[config.mk]
export PLATFORM = sky130hd
export DESIGN_NAME = pipeline_control
export DESIGN_NICKNAME = d
export VERILOG_FILES = /design/src/rtl/pipe_ctrl_pkg.sv /design/src/rtl/hazard_detect.sv /design/src/rtl/pipeline_control.sv
export SDC_FILE = /design/constraint.sdc
export NUM_CORES = 1
export LEC_CHECK = 0
export CORE_UTILIZATION = 27
export DETAILED_ROUTE_END_ITERATION = 7
export PLACE_DENSITY = 0.76
export SLEW_MARGIN = 25
export SYNTH_ARGS = -nofsm -noshare
export SYNTH_HDL_FRONTEND = slang
export SYNTH_SLANG_ARGS = --single-unit
[constraint.sdc]
create_clock -name CLK -period 2.1 [get_ports CLK]
set_input_delay 0.42 -clock CLK [delete_from_list [all_inputs] [get_ports CLK]]
set_output_delay 0.42 -clock CLK [all_outputs]
set_load 0.02 [all_outputs]
[src/rtl/pipe_ctrl_pkg.sv]
// rtl/pipe_ctrl_pkg.sv - shared types for the pipeline sequencer
package pipe_ctrl_pkg;

  localparam int REGW_DEF = 5;

  typedef enum logic [1:0] {
    RUN     = 2'd0,
    MEMWAIT = 2'd1,
    HALTED  = 2'd2
  } pctl_state_t;

  typedef logic [REGW_DEF-1:0] regbits_t;

  // Per-latch control pair: capture enable and bubble-insert on enable
  typedef struct packed {
    logic en;
    logic flush;
  } latch_ctrl_t;

endpackage

[src/rtl/hazard_detect.sv]
// rtl/hazard_detect.sv - load-use hazard compare between ID/EX and IF/ID
module hazard_detect #(
  parameter int REGW = pipe_ctrl_pkg::REGW_DEF
) (
  input  logic            idex_memread_i,
  input  logic [REGW-1:0] idex_rt_i,
  input  logic [REGW-1:0] ifid_rs_i,
  input  logic [REGW-1:0] ifid_rt_i,
  output logic            loaduse_o
);

  // Register 0 is hardwired, so a load targeting it never creates a hazard
  always_comb begin
    loaduse_o = idex_memread_i && (idex_rt_i != '0) &&
                ((idex_rt_i == ifid_rs_i) || (idex_rt_i == ifid_rt_i));
  end

endmodule

[src/rtl/pipeline_control.sv]
// rtl/pipeline_control.sv - pipeline latch sequencer (PIPE_PERF_EN adds perf counters)
module pipeline_control
  import pipe_ctrl_pkg::*;
#(
  parameter int REGW = REGW_DEF
`ifdef PIPE_PERF_EN
  , parameter int CNT_W = 32
`endif
) (
  input  logic            CLK,
  input  logic            nRST,
  input  logic            ihit,
  input  logic            dhit,
  input  logic            mem_ren,
  input  logic            mem_wen,
  input  logic            exmem_halt,
  input  logic            memwb_halt,
  input  logic            idex_memread,
  input  logic [REGW-1:0] idex_rt,
  input  logic [REGW-1:0] ifid_rs,
  input  logic [REGW-1:0] ifid_rt,
  input  logic            branch_taken,
  input  logic            jump,
  output logic            pc_en,
  output logic            ifid_en,
  output logic            idex_en,
  output logic            exmem_en,
  output logic            memwb_en,
  output logic            ifid_flush,
  output logic            idex_flush,
  output logic            exmem_flush,
  output logic            dmem_req,
  output logic            halt
`ifdef PIPE_PERF_EN
  ,
  output logic [CNT_W-1:0] stall_cnt,
  output logic [CNT_W-1:0] flush_cnt,
  output logic [CNT_W-1:0] lu_cnt
`endif
);

  pctl_state_t state_q, state_d;
  logic        dmem_done_q, dmem_done_d;
  logic        loaduse, dmem_op, dmem_ok, fetch_ok, adv, lu_stall, halted;
  latch_ctrl_t ifid_c, idex_c, exmem_c;

  hazard_detect #(.REGW(REGW)) u_hazard (
    .idex_memread_i (idex_memread),
    .idex_rt_i      (idex_rt),
    .ifid_rs_i      (ifid_rs),
    .ifid_rt_i      (ifid_rt),
    .loaduse_o      (loaduse)
  );

  // Latch enables/flushes by priority; everything is forced low during reset
  always_comb begin
    halted   = (state_q == HALTED);
    dmem_op  = mem_ren | mem_wen;
    dmem_ok  = !dmem_op || dhit || dmem_done_q;
    fetch_ok = ihit || exmem_halt;
    adv      = dmem_ok && fetch_ok;
    pc_en    = 1'b0;
    memwb_en = 1'b0;
    ifid_c   = '0;
    idex_c   = '0;
    exmem_c  = '0;
    lu_stall = 1'b0;
    if (nRST && !halted && adv) begin
      if (exmem_halt) begin
        // Let halt drain toward WB but stop fetching anything behind it
        exmem_c  = '{en: 1'b1, flush: 1'b1};
        memwb_en = 1'b1;
      end else begin
        pc_en      = 1'b1;
        ifid_c.en  = 1'b1;
        idex_c.en  = 1'b1;
        exmem_c.en = 1'b1;
        memwb_en   = 1'b1;
        if (branch_taken) begin
          ifid_c.flush = 1'b1;
          idex_c.flush = 1'b1;
        end else if (loaduse) begin
          pc_en        = 1'b0;
          ifid_c.en    = 1'b0;
          idex_c.flush = 1'b1;
          lu_stall     = 1'b1;
        end else if (jump) begin
          ifid_c.flush = 1'b1;
        end
      end
    end
    ifid_en     = ifid_c.en;
    idex_en     = idex_c.en;
    exmem_en    = exmem_c.en;
    ifid_flush  = ifid_c.flush;
    idex_flush  = idex_c.flush;
    exmem_flush = exmem_c.flush;
    dmem_req    = nRST && dmem_op && !dmem_done_q && !halted;
    halt        = halted;
  end

  // Next state and data-access completion memory
  always_comb begin
    state_d = state_q;
    case (state_q)
      RUN:     if (dmem_req && !dhit) state_d = MEMWAIT;
      MEMWAIT: if (dhit) state_d = RUN;
      default: state_d = HALTED;
    endcase
    if (memwb_halt) state_d = HALTED;
    // A finished access is remembered until the latch actually moves on
    if (exmem_en)  dmem_done_d = 1'b0;
    else if (dhit) dmem_done_d = 1'b1;
    else           dmem_done_d = dmem_done_q;
  end

  // State and dmem_done registers
  always_ff @(posedge CLK or negedge nRST) begin
    if (!nRST) begin
      state_q     <= RUN;
      dmem_done_q <= 1'b0;
    end else begin
      state_q     <= state_d;
      dmem_done_q <= dmem_done_d;
    end
  end

`ifdef PIPE_PERF_EN
  logic [CNT_W-1:0] stall_cnt_q, flush_cnt_q, lu_cnt_q;

  // Saturating event counters, frozen once halted
  always_ff @(posedge CLK or negedge nRST) begin
    if (!nRST) begin
      stall_cnt_q <= '0;
      flush_cnt_q <= '0;
      lu_cnt_q    <= '0;
    end else if (!halted) begin
      if (!adv && stall_cnt_q != '1) stall_cnt_q <= stall_cnt_q + 1'b1;
      if ((ifid_flush || idex_flush || exmem_flush) && flush_cnt_q != '1)
        flush_cnt_q <= flush_cnt_q + 1'b1;
      if (lu_stall && lu_cnt_q != '1) lu_cnt_q <= lu_cnt_q + 1'b1;
    end
  end

  assign stall_cnt = stall_cnt_q;
  assign flush_cnt = flush_cnt_q;
  assign lu_cnt    = lu_cnt_q;
`else
  logic unused_lu;
  assign unused_lu = lu_stall;
`endif

endmodule

==> results.sh <==
export IMPL_grt_usage_pct=17.8
export IMPL_synthCells=44
export IMPL_relSlewSlack_pct=85.3
export IMPL_fin_ws_ns=0.0210
export IMPL_synth_edf_count=0
export IMPL_drcViolationCount=0
export IMPL_grt_max_degree=6
export IMPL_synth_nets=70
export IMPL_crit_required_ns=1.68
export IMPL_clk_latency_ns=0.23
export IMPL_grt_overflow_total=0
export IMPL_total_power_w=0.000252
export IMPL_run_status="finished clean"
export IMPL_worst_hold_path_type="reg2reg"
export IMPL_ys_seq_elements=3
export IMPL_fin_setup_tns_ns=0
export IMPL_cts_root_buf="clkbuf_4"
export IMPL_p_per_area_nw_per_um2=310
export IMPL_cts_buffers_inserted=3
export IMPL_cts_max_path_buffers=2
export IMPL_endpoint_kind="output port"
export IMPL_hpwl_mm=1.04
export IMPL_clkPwrFrac_pct=38.6
export IMPL_postSynth_asyncResetShare_pct=100
export IMPL_drt_pass1_iterations=3
export IMPL_final_setup_skew_ns=0.00210
export IMPL_ant_nets=0
export IMPL_synth_flop_cell="dfrtp_1"
export IMPL_antenna_found_initial=0
export IMPL_setup_viol=0
export IMPL_ys_warnings_count=0
export IMPL_clock_sinks=3
export IMPL_area_delta_synth_final_pct=131
export IMPL_p_comb_share_pct=38.3
export IMPL_vias=484
export IMPL_drive_above_1_share_pct=35.5
export IMPL_power_static_leakage_nw=0.400
export IMPL_stdcell_area_sq_um=812
export IMPL_grt_pass1_vias=447
export IMPL_finalNetCount=120
export IMPL_netlist_area_sq_um=352
export IMPL_fp_dieH_microns=38.1
export IMPL_cpMaxStageDelayCell="or4_4"
export IMPL_htree_levels=1
export IMPL_placementRows=12
export IMPL_path_cells="buf_2 > or4_4 > o21ai_4 > nor2_2 > a211oi_2 > buf_4"
export IMPL_cp_slowest_stage_delay_ns=0.54
export IMPL_synth_most_common_cell="xnor2_1"
export IMPL_fin_crit_ns=2.08
export IMPL_synth_top_cell_area_share_pct=24.9
export IMPL_synth_area_top_cells="xnor2_1 (25%), dfrtp_1 (21%), buf_4 (4.3%), nor2_1 (4.3%), a211oi_2 (3.6%)"
export IMPL_first_iter_violations=5
export IMPL_cts_hold_buf=0
export IMPL_clkTransAtPathRegs_ns=0.04
export IMPL_fin_crit_sh_pct=99.0
export IMPL_die_area_sq_um=1450
export IMPL_vias_per_cell=4.52
export IMPL_sequentialPowerShare_pct=23.1
export IMPL_grt_pass1_wl_mm=1.77
export IMPL_p_sw_share_pct=23.6
export IMPL_maxCapViolCount=0
export IMPL_port_buffer_count=35
export IMPL_cts_tree="built"
export IMPL_start_util_pct=30.4
export IMPL_wl_per_cell_microns=11.0
export IMPL_syn_area_per_cell_sq_um=7.99
export IMPL_worst_slew_pin_slew_ns=0.220
export IMPL_crit_type="in2out"
export IMPL_gp_congestion=0.629
export IMPL_p_int_w=0.000192
export IMPL_core_sq_um=1160
export IMPL_post_cts_buffers=0
export IMPL_switchingPower_w=0.0000593
export IMPL_die_w_microns=38.1
export IMPL_synth_seq_area_share_pct=21.4
export IMPL_totalWireLength_mm=1.18
export IMPL_synth_common_cells="xnor2_1 (10), nor2_1 (4), dfrtp_1 (3), inv_1 (3), nand2_1 (3)"
export IMPL_synth_top_area_cell="xnor2_1"
export IMPL_cp_start_kind="input port"
export IMPL_place_area_sq_um=798
export IMPL_fmaxAchievable_mhz=481
export IMPL_pin_count=36
export IMPL_peakVddDrop_v=0.000144
export IMPL_antennaDiodeCount=0
export IMPL_cp_max_fo=2
export IMPL_dp_slack_ns=-0.764
export IMPL_finalHoldViolations=0
export IMPL_whs_ns=0.474
export IMPL_ys_types=22
export IMPL_rsz0062_at_grt="yes"
export IMPL_critical_path_arrival_ns=1.66
export IMPL_drv_slew=0
## flip-flops by register name (all words and copies together) (netlist names)
name and cells:
state_q 2, dmem_done_q 1
## path summary, 6_finish.rpt
| check | startpoint | endpoint | slack [ns] | cells past startpoint |
|---|---|---|---|---|
| min in group asynchronous | nRST | dmem_done_q | 0.51 | 2 |
| hold / removal | state_q[0] | state_q[0] | 0.47 | 1 |
| setup / recovery | idex_rt[4] | ifid_flush | 0.02 | 6 |
| max in group asynchronous | nRST | state_q[1] | 1.48 | 2 |
| setup reg to reg | state_q[0] | state_q[0] | 0.93 | 6 |
| hold reg to reg | state_q[0] | state_q[0] | 0.47 | 1 |
## cells in the final DEF, fill, tap and decap left out
master / count
a211oi_2: 1
xnor2_1: 10
buf_4: 15
o21a_1: 1
o2111a_1: 1
o21bai_1: 1
nand2_1: 3
dlygate4sd2_1: 8
clkbuf_2: 1
o21ai_4: 1
o22ai_2: 1
nor3b_2: 1
or4_4: 1
clkdlybuf4s50_1: 13
or2_4: 1
dfrtp_1: 3
or2_2: 1
buf_2: 5
nand3_1: 2
clkbuf_1: 1
clkdlybuf4s15_1: 1
dlymetal6s2s_1: 4
and2_1: 1
nand2b_1: 2
o2bb2ai_1: 1
a31oi_1: 1
nor2_1: 4
nor2_2: 1
inv_1: 3
a21oi_2: 1
clkbuf_4: 3
## timing repair
action | CTS | global route
pin swaps | 5 | 7
gates resized for setup | 50 | 7
setup endpoints to repair | 9 | 6
## layout make-up
| type | instances | area (sq um) |
|---|---|---|
| repair buffers | 47 | 403 |
| fillers | 110 | 344 |
| multi-input cells | 36 | 279 |
| flip-flops and latches | 3 | 75.1 |
| clock buffers | 4 | 26.3 |
| well taps | 14 | 17.5 |
| inverters | 3 | 11.3 |
## power by group through the flow
stage               sequential [W]  combinational [W]  clock [W]
floorplan                0.0000589          0.0000270          0
finish                   0.0000582          0.0000963  0.0000972
global placement         0.0000589          0.0000967          0
detailed placement       0.0000589          0.0000993          0
global route             0.0000580           0.000105   0.000111
CTS                      0.0000581          0.0000969   0.000102
## worst max-delay path, delay by kind of cell
family	cells	cell delay, ns
simple gates	2	0.60
compound gates	2	0.36
buf+inv	2	0.28
## kinds of logic (layout without fill, tap and decap cells)
family / after synthesis / after routing / share of synthesized area (%)
DFF: 3 / 3 / 21.4
AOI/OAI and AO/OA: 9 / 9 / 21.0
xor gates and xnor gates: 10 / 10 / 24.9
buffers and inverters: 5 / 54 / 7.47
and+or+nand+nor: 17 / 17 / 25.3
## metal layers
layer,up-vias,wire length (microns),track usage (%)
li1,247,-,-
met1,206,414,17.9
met2,31,639,34.3
met3,0,128,3.49
met4,0,0,8.04
met5,-,0,0
## metrics by stage
| stage | utilization, % | std cells |
|---|---|---|
| after floorplan | - | 44 |
| after global placement | 69.0 | 103 |
| after detailed placement | 69.0 | 103 |
| after CTS | 69.7 | 107 |
| after global routing | 70.2 | 107 |
| final | 70.2 | 107 |
Note: power is estimated with default switching activity, not from simulation.
